--- src/rtl/serial_byte_assembler.sv ---
// Serial-to-parallel word assembler: one bit per cycle in over valid/ready,
// WIDTH-bit words out over valid/ready, with short-frame detection and a delivered-word count.
module serial_byte_assembler #(
   parameter int       WIDTH     = 8,
   parameter bit       MSB_FIRST = 1'b1,
   parameter int       CNT_W     = 16
) (
   input  logic             clk,
   input  logic             reset,
   input  logic             in_bit,
   input  logic             in_valid,
   input  logic             in_last,
   output logic             in_ready,
   output logic [WIDTH-1:0] out_data,
   output logic             out_valid,
   input  logic             out_ready,
   output logic             frame_err,
   output logic [CNT_W-1:0] word_count
);

   localparam int            CW       = $clog2(WIDTH);
   localparam logic [CW-1:0] LAST_IDX = CW'(WIDTH - 1);

   typedef enum logic [1:0] {
      S_IDLE  = 2'd0,
      S_SHIFT = 2'd1,
      S_FULL  = 2'd2
   } state_t;

   state_t           r_state;
   logic [CW-1:0]    r_cnt;
   logic [WIDTH-1:0] r_shift;
   logic [WIDTH-1:0] r_out_data;
   logic             r_out_valid;
   logic             r_frame_err;
   logic [CNT_W-1:0] r_word_count;

   state_t           w_state_nxt;
   logic [CW-1:0]    w_cnt_nxt;
   logic [WIDTH-1:0] w_shift_nxt;
   logic [WIDTH-1:0] w_out_data_nxt;
   logic             w_out_valid_nxt;
   logic             w_frame_err_nxt;
   logic [WIDTH-1:0] w_shifted;
   logic             w_accept;
   logic             w_xfer;

   assign in_ready   = !r_out_valid || out_ready;
   assign w_accept   = in_valid && in_ready;
   assign w_xfer     = r_out_valid && out_ready;

   assign out_data   = r_out_data;
   assign out_valid  = r_out_valid;
   assign frame_err  = r_frame_err;
   assign word_count = r_word_count;

   // The earliest bit migrates toward the far end so it lands in [WIDTH-1] or [0] after WIDTH shifts.
   assign w_shifted = MSB_FIRST ? {r_shift[WIDTH-2:0], in_bit}
                                : {in_bit, r_shift[WIDTH-1:1]};

   always_comb begin
      w_state_nxt     = r_state;
      w_cnt_nxt       = r_cnt;
      w_shift_nxt     = r_shift;
      w_out_data_nxt  = r_out_data;
      w_out_valid_nxt = r_out_valid && !out_ready;
      w_frame_err_nxt = 1'b0;

      if (r_state == S_FULL && w_xfer) begin
         w_state_nxt = S_IDLE;
      end

      if (w_accept) begin
         if (r_cnt == LAST_IDX) begin
            w_out_data_nxt  = w_shifted;
            w_out_valid_nxt = 1'b1;
            w_cnt_nxt       = '0;
            w_state_nxt     = S_FULL;
         end else if (in_last) begin
            w_cnt_nxt       = '0;
            w_state_nxt     = S_IDLE;
            w_frame_err_nxt = 1'b1;
         end else begin
            w_shift_nxt     = w_shifted;
            w_cnt_nxt       = r_cnt + CW'(1);
            w_state_nxt     = S_SHIFT;
         end
      end
   end

   always_ff @(posedge clk) begin
      if (reset) begin
         r_state      <= S_IDLE;
         r_cnt        <= '0;
         r_out_data   <= '0;
         r_out_valid  <= 1'b0;
         r_frame_err  <= 1'b0;
         r_word_count <= '0;
      end else begin
         r_state      <= w_state_nxt;
         r_cnt        <= w_cnt_nxt;
         r_out_data   <= w_out_data_nxt;
         r_out_valid  <= w_out_valid_nxt;
         r_frame_err  <= w_frame_err_nxt;
         if (w_xfer) begin
            r_word_count <= r_word_count + CNT_W'(1);
         end
      end
   end

   // Stale partial bits are fully shifted out before the next word completes, so no reset is needed.
   always_ff @(posedge clk) begin
      r_shift <= w_shift_nxt;
   end

endmodule

--- config.mk ---
export PLATFORM = sky130hd
export DESIGN_NAME = serial_byte_assembler
export DESIGN_NICKNAME = d
export VERILOG_FILES = /design/src/rtl/serial_byte_assembler.sv
export SDC_FILE = /design/constraint.sdc
export NUM_CORES = 1
export LEC_CHECK = 0
export ABC_AREA = 1
export CAP_MARGIN = 20
export CORE_UTILIZATION = 51
export CTS_BUF_LIST = sky130_fd_sc_hd__clkbuf_8
export DETAILED_ROUTE_END_ITERATION = 10
export PLACE_DENSITY = 0.8
export SYNTH_ARGS = -nofsm -noshare
export SYNTH_HDL_FRONTEND = slang
export SYNTH_SLANG_ARGS = --single-unit
export TNS_END_PERCENT = 30
--- constraint.sdc ---
create_clock -name clk -period 1.6 [get_ports clk]
set_input_delay 0.32 -clock clk [delete_from_list [all_inputs] [get_ports clk]]
set_output_delay 0.32 -clock clk [all_outputs]
set_load 0.05 [all_outputs]
## After elaboration in Yosys (flattened, before gate mapping)

Index checks and enable logic that the tools add are counted.

- Register bits: 36
- Input port bits: 6
- Output and inout port bits: 27
- Logic and storage cells: 26

- Reduce and logical (&&, ||, !) cells: 9
- Mux-type cells: 5
- Bitwise operators: 3
- Add/sub/neg operators: 2
- Equal/unequal tests: 1

Operators by type and width:

| cell | count |
|---|---|
| $add 16x1->16 const B | 1 |
| $mux 3 | 2 |
| $add 3x1->3 const B | 1 |
| $eq 3x3->1 const B | 1 |
| $logic_and 1x1->1 | 3 |
| $mux 1 | 3 |
| $not 1->1 | 3 |
| $reduce_and 3->1 | 1 |
| $reduce_or 3->1 | 1 |
| $logic_not 1->1 | 2 |
| $reduce_and 2->1 | 1 |
| $logic_or 1x1->1 | 1 |

## Depth between registers and ports, before layout

Gate-level depths: netlist of run 1.

- Depth after elaboration: 5
- Mapped depth: 8
- Gate-level depth less buffers: 8

## Worst setup path before layout of run 1

OpenSTA, ideal clock, no wires.

- Path type: reg2reg
- Start point: reg r_word_count[1], in the netlist word_count[1]
- End point: reg r_word_count[12], in the netlist word_count[12]
- Stages on the path, launching flop included: 7
- Slack: -0.044 ns
- Data arrival time: 1.531 ns
- Buffers on the path: 0
- Clock period less this slack: 1.644 ns
- Cell sequence: dfxtp_1 ha_1 nand3_1 nor3_4 nand3_1 nor2_1 nor2_1

- Cells in the longest elaborated chain, start to end: 1

RTL lines:

| what | line | text |
|---|---|---|
| from (decl) | 36 | `logic [CNT_W-1:0] r_word_count;` |
| from (signal assigned) | 106 | `r_word_count <= r_word_count + CNT_W'(1);` |
| $add 16x1->16 | 106 |  |

No other way between the ends.
A chain may end at the register's enable or synchronous reset.

## Worst setup path in the final report of run 1

- Start point: in out_ready
- End point: out in_ready

- Cells in the longest elaborated chain, start to end: 1

RTL lines:

| what | line | text |
|---|---|---|
| from (decl) | 16 | `input logic out_ready,` |
| $logic_or 1x1->1 | 48 | `assign in_ready = !r_out_valid \|\| out_ready;` |
| to (decl) | 13 | `output logic in_ready,` |

No other way between the ends.

==> results.json, run 1 <==
{
  "clock_sinks": 36,
  "met1_length_mm": 1.46,
  "vias": 1380,
  "r2r_slack_ns": 0.19,
  "cp-end-kind": "output pin",
  "wire_per_inst_um": 12.3,
  "area_growth_pct": 40.8,
  "synth_cell_types": 20,
  "hold_depth": 0,
  "whs_endpoint": "r_shift[4]",
  "clk_pin_slew_ns": 0.08,
  "synth_edf_count": 7,
  "synth-main-ff-cell": "dfxtp_1",
  "grt_pass1_vias": 1194,
  "ios": 33,
  "synth-simple-area-share_pct": 27.9,
  "dp_slack_ns": -0.0667,
  "peakVddDrop_mv": 0.861,
  "path_class": "input port to output pin",
  "cts_tree": "built",
  "postCtsHoldBufs": 0,
  "syn_area_mm2": 0.00150,
  "grt_first_pass_wirelength_mm": 5.31,
  "p_leak_uw": 0.000894,
  "slew_headroom_pct": 83.1,
  "seq_area_um2": 793,
  "combinationalPowerShare_pct": 4.0,
  "startpoint_type": "input port",
  "synth_xor_xnor_area_share_pct": 0,
  "rr_worst_depth": 4,
  "antenna_found_initial": 0,
  "routed-wl-met2_mm": 1.55,
  "synth_area_leaders": "dfxtp_1 39%, edfxtp_1 14%, nand2_1 12%, a21oi_1 6.7%, inv_1 5.5%",
  "yosysSeqAreaShare_pct": 52.6,
  "yosysWarnings": 0,
  "crit_required_ns": 1.28,
  "placed_cells": 260,
  "finClkSkew_ns": 0.00438,
  "start_util_pct": 54.1,
  "postCtsSetupRepairBufs": 0,
  "die_area_mm2": 0.00317,
  "synth_nets": 199,
  "power_density_mw_per_mm2": 784,
  "track_usage_pct": 22.4,
  "synth_top_area_share_pct": 38.6,
  "clockRootBuffer": "clkbuf_8",
  "worst_skew_pair.late_latency_ns": 0.29,
  "max_cap_violations": 0,
  "first_pass_iters": 4,
  "run_status": "completed",
  "rsz0062_at_grt": "false",
  "layout-drive-gt1-share_pct": 24.1,
  "synthesis.instances": 190,
  "p_clk_share_pct": 39.4,
  "dpl-instance-area_mm2": 0.00202,
  "report.final.slew_viol_count": 0,
  "setup-tns-final_ns": 0,
  "power_frac_seq_pct": 56.6,
  "cp_max_fo": 4,
  "vias_per_cell": 5.15,
  "core_area_mm2": 0.00278,
  "hold-worst-slack_ns": 0.464,
  "worst_r2r_endpoint": "r_shift[6]",
  "dp_hpwl_mm": 2.48,
  "synth.most_common_cell": "nand2_1",
  "finalWorstPathRequiredPeriod_ns": 1.55,
  "synth_top_family_by_area": "simple AND/OR/NAND/NOR gates",
  "design_area_mm2": 0.00212,
  "initialDrtViolationCount": 75,
  "tightest_slew_ns": 0.252,
  "synth.avg_cell_area_um2": 7.92,
  "io_buffers": 32,
  "top_layer": "met4",
  "fmax_mhz": 644,
  "arrival_ns": 1.23,
  "layoutNonFillerInstCount": 268,
  "synthAdderAreaFrac_pct": 2.50,
  "ys_ff_latch": 36,
  "cts_buffer_depth": 2,
  "intPower_uw": 1270,
  "hold_class": "register to register",
  "routed_wl_mm": 3.29,
  "drc": 0,
  "cts_inserted_buffers": 5,
  "fin_nets": 245,
  "rows": 19,
  "timing.final.crit_share_pct": 97.0,
  "routed-wl-met3_um": 178,
  "swShare_pct": 23.3,
  "synthTopCellsByCount": "50 x nand2_1, 29 x dfxtp_1, 22 x inv_1, 22 x nor2_1, 20 x a21oi_1",
  "synth_compound_gate_area_share_pct": 10.5,
  "ant_nets": 0,
  "yosys.area.top_type": "dfxtp_1",
  "worstHoldStart": "r_shift[3]",
  "h-tree-depth": 2,
  "synth_async_sr_flop_share_pct": 0,
  "fillers": 203,
  "fp.dieH_um": 56.3,
  "layout_setup_ws_ns": 0.0478,
  "cts_resized": 0,
  "antenna_cells": 0,
  "synth.area.mux_share_pct": 0,
  "finalHoldViolations": 0,
  "r2r-start": "r_cnt[0]",
  "die_w_um": 56.3,
  "setup_viol": 0,
  "gp_congestion": 0.878,
  "grt_max_degree": 19,
  "grt-ovfl-total": 0,
  "multiInputGateArea_um2": 619,
  "switching_power_uw": 387
}
==> flip-flops by register name, summed over array words and instances, names as in the netlist <==
| name | count |
|---|---|
| word_count | 16 |
| out_data | 8 |
| r_shift | 7 |
| r_cnt | 3 |
| frame_err | 1 |
| out_valid | 1 |
==> critical path: stages <==
cell	delay (ns)
clkdlybuf4s50_1	0.44
inv_1	0.11
nand2_4	0.07
buf_4	0.14
buf_12	0.14
==> stage by stage <==
stage               total power [µW]  util (%)
finish                          1660      76.1
global route                    1720      76.1
CTS                             1680      76.1
detailed placement              1030      72.8
global placement                1020      72.8
floorplan                        990         -
==> cell families (layout without fill, tap and decap cells) <==
| logic type | count (synthesis) | after routing |
|---|---|---|
| buf+inv | 26 | 73 |
| compound gates | 31 | 31 |
| simple gates | 94 | 94 |
| fa+ha+maj | 3 | 3 |
| flops | 36 | 36 |
==> worst max-delay path by stage <==
stage	start	endpoint	slack [ns]	cells after the start
after global placement	out_ready	r_shift[0]	-0.03	6
after detailed placement	out_ready	word_count[11]	-0.07	6
after global routing	out_ready	in_ready	0.03	5
after floorplan	out_valid	word_count[11]	0.05	5
final	out_ready	in_ready	0.05	5
after CTS	out_ready	in_ready	0.04	5
==> per-layer routing <==
layer / GRT usage, % / vias to the layer above
met5: 0 / -
met4: 13.6 / 0
met3: 7.60 / 12
met2: 32.1 / 47
met1: 29.1 / 620
li1: - / 701
==> layout by cell type, fill, tap and decap left out <==
master            n
inv_2             2
clkbuf_8          5
nor2_1           22
nand2_1          50
nor3_4            2
edfxtp_1          7
clkinv_4          1
dfxtp_1          27
nand2_2           3
buf_4            23
nand4_1           1
a21oi_1          20
dfxtp_2           2
ha_1              3
nand3_1           8
nor3_1            3
o21bai_1          1
inv_1            22
nand3_2           1
o21ai_0          10
nor2_2            2
clkdlybuf4s50_1   5
nand3b_1          1
nand2_4           1
buf_12           13
clkinvlp_4        2
==> power by group through the flow <==
stage	combinational, µW	sequential, µW	clock, µW
global placement	65.4	959	0
finish	67.2	939	654
global route	72.7	940	708
detailed placement	67.0	960	0
floorplan	28.3	962	0
CTS	67.2	939	674
==> area by class of cell <==
| class | instances | area share, % |
|---|---|---|
| clock buffers | 5 | 3.25 |
| clock inverters | 3 | 1.12 |
| flip-flops and latches | 36 | 37.5 |
| repair buffers | 41 | 22.8 |
| well taps | 31 | 1.83 |
| inverters | 24 | 4.26 |
| multi-input cells | 128 | 29.3 |
No activity file was read; power rests on OpenSTA's default activity.
==> run 2, diff against run 1 <==
--- a/config.mk
+++ b/config.mk
@@ -7,10 +7,9 @@
 export LEC_CHECK = 0
 export ABC_AREA = 1
 export CAP_MARGIN = 20
-export CORE_UTILIZATION = 51
+export CORE_UTILIZATION = 38
 export CTS_BUF_LIST = sky130_fd_sc_hd__clkbuf_8
 export DETAILED_ROUTE_END_ITERATION = 10
-export PLACE_DENSITY = 0.8
 export SYNTH_ARGS = -nofsm -noshare
 export SYNTH_HDL_FRONTEND = slang
 export SYNTH_SLANG_ARGS = --single-unit
==> run 2 against run 1 <==
Register-to-register slack is essentially flat. Clock-buffer cell count is the same. Clock power grew 19%. Power grew 7.5%. Critical path type unchanged. Largest cell class unchanged. Largest power group unchanged.
==> results.json, run 2 (same netlist as run 1, synthesis figures left out) <==
{
  "run_status": "completed",
  "hold_class": "register to register",
  "routed-wl-met3_um": 127,
  "r2r-start": "r_cnt[0]",
  "top_layer": "met4",
  "wire_per_inst_um": 11.6,
  "crit_required_ns": 1.28,
  "cp_max_fo": 3,
  "dp_hpwl_mm": 2.51,
  "vias_per_cell": 4.63,
  "tightest_slew_ns": 0.251,
  "rsz0062_at_grt": "false",
  "finalWorstPathRequiredPeriod_ns": 1.54,
  "rows": 22,
  "final_common_cell": "nand2_1",
  "finClkSkew_ns": 0.00509,
  "postCtsHoldBufs": 0,
  "crit_path_start": "out_ready",
  "cts_resized": 0,
  "core_area_mm2": 0.00372,
  "max_stage_delay_ns": 0.50,
  "cts_tree": "built",
  "gp_congestion": 0.813,
  "worstHoldStart": "r_shift[2]",
  "track_usage_pct": 18.2,
  "met1_length_mm": 1.62,
  "path_class": "input port to output pin",
  "cts_inserted_buffers": 5,
  "finalHoldViolations": 0,
  "fmax_mhz": 649,
  "grt_max_degree": 16,
  "final_cell_mix": "50 x nand2_1, 27 x dfxtp_1, 24 x buf_4, 23 x inv_1, 22 x nor2_1",
  "routed-wl-met2_mm": 1.53,
  "path_cells": "clkdlybuf4s50_1 > inv_1 > nand2_4 > buf_4 > buf_12",
  "max_cap_violations": 0,
  "cp-end-kind": "output pin",
  "h-tree-depth": 2,
  "fillers": 326,
  "worst_skew_pair.late_latency_ns": 0.29,
  "antenna_found_initial": 0,
  "layout_setup_ws_ns": 0.0587,
  "hold-worst-slack_ns": 0.459,
  "slew_headroom_pct": 83.2,
  "report.final.slew_viol_count": 0,
  "clk_pin_slew_ns": 0.07,
  "area_growth_pct": 46.3,
  "clockRootBuffer": "clkbuf_8",
  "setup_viol": 0,
  "largest_reg_flops": 16,
  "p_leak_uw": 0.000932,
  "cp_slowest_cell": "clkdlybuf4s50_1",
  "start_util_pct": 40.5,
  "drc": 0,
  "initialDrtViolationCount": 57,
  "peakVddDrop_mv": 0.474,
  "startpoint_type": "input port",
  "routed_wl_mm": 3.33,
  "final_core_util_pct": 59.2,
  "grt-ovfl-total": 0,
  "die_w_um": 64.9,
  "fp.dieH_um": 64.9,
  "ios": 33,
  "cts_buffer_depth": 2,
  "io_buffers": 32,
  "timing.final.crit_share_pct": 96.3,
  "grt_pass1_vias": 1310,
  "ant_nets": 0,
  "dp_slack_ns": -0.0806,
  "power_density_mw_per_mm2": 811,
  "die_area_mm2": 0.00421,
  "vias": 1334,
  "fin_nets": 248,
  "layout-drive-gt1-share_pct": 24.6,
  "grt_first_pass_wirelength_mm": 5.71,
  "first_pass_iters": 6,
  "clock_sinks": 36,
  "arrival_ns": 1.22,
  "postCtsSetupRepairBufs": 0,
  "antenna_cells": 0
}
## run 2: changes by cell type in the layout (fill, tap and decap cells not counted)
cell / before / now
buf_4: 23 / 24
clkinv_4: 1 / 0
buf_12: 13 / 15
inv_1: 22 / 23
clkinvlp_4: 2 / 0
clkinv_2: 0 / 1
bufinv_16: 0 / 1
## run 2: path summary, 6_finish.rpt
path	to	slack, ns	cells past startpoint
hold reg to reg	r_shift[3]	0.46	0
hold / removal	r_shift[3]	0.46	0
setup / recovery	in_ready	0.06	5
setup reg to reg	r_shift[1]	0.18	4
## run 2: worst max-delay path, delay by kind of cell
| family | cells | cell delay [ns] |
|---|---|---|
| and+or+nand+nor | 1 | 0.07 |
| buffers and inverters | 4 | 0.83 |
## run 2: metrics by stage
stage / TNS (ns) / instance area, µm² / total power [µW] / cells
final: 0 / 2200 / 1780 / 288
after floorplan: 0 / 1510 / 990 / 190
after global placement: -0.253 / 2090 / 1030 / 280
after CTS: 0 / 2200 / 1800 / 288
after global routing: 0 / 2200 / 1850 / 288
after detailed placement: -0.744 / 2090 / 1030 / 280
## run 2: layer usage
metal	vias to the layer above	track usage, %
li1	710	-
met1	587	23.2
met2	31	27.7
met3	6	5.28
met4	0	9.17
met5	-	0
## run 2: area by class of cell
type	instances	area (µm²)	area share, %
clock buffer	5	68.8	3.13
clock inverter	3	38.8	1.76
inverter	24	90.1	4.09
multi-input combinational	128	619	28.1
sequential	36	793	36.0
tap	48	60.1	2.73
timing repair buffer	44	531	24.1
## run 2: where the power goes
group          total, µW  switching (µW)  internal, µW
Clock                777             322           456
Sequential           939            4.90           934
Combinational       67.4            36.7          30.8
==> run 3, diff against run 2 <==
--- a/config.mk
+++ b/config.mk
@@ -10,6 +10,7 @@
 export CORE_UTILIZATION = 38
 export CTS_BUF_LIST = sky130_fd_sc_hd__clkbuf_8
 export DETAILED_ROUTE_END_ITERATION = 10
+export GPL_ROUTABILITY_DRIVEN = 0
 export SYNTH_ARGS = -nofsm -noshare
 export SYNTH_HDL_FRONTEND = slang
 export SYNTH_SLANG_ARGS = --single-unit
==> results of run 3 <==
Same layout as run 2: the final DEF is identical, and so are final timing and power.
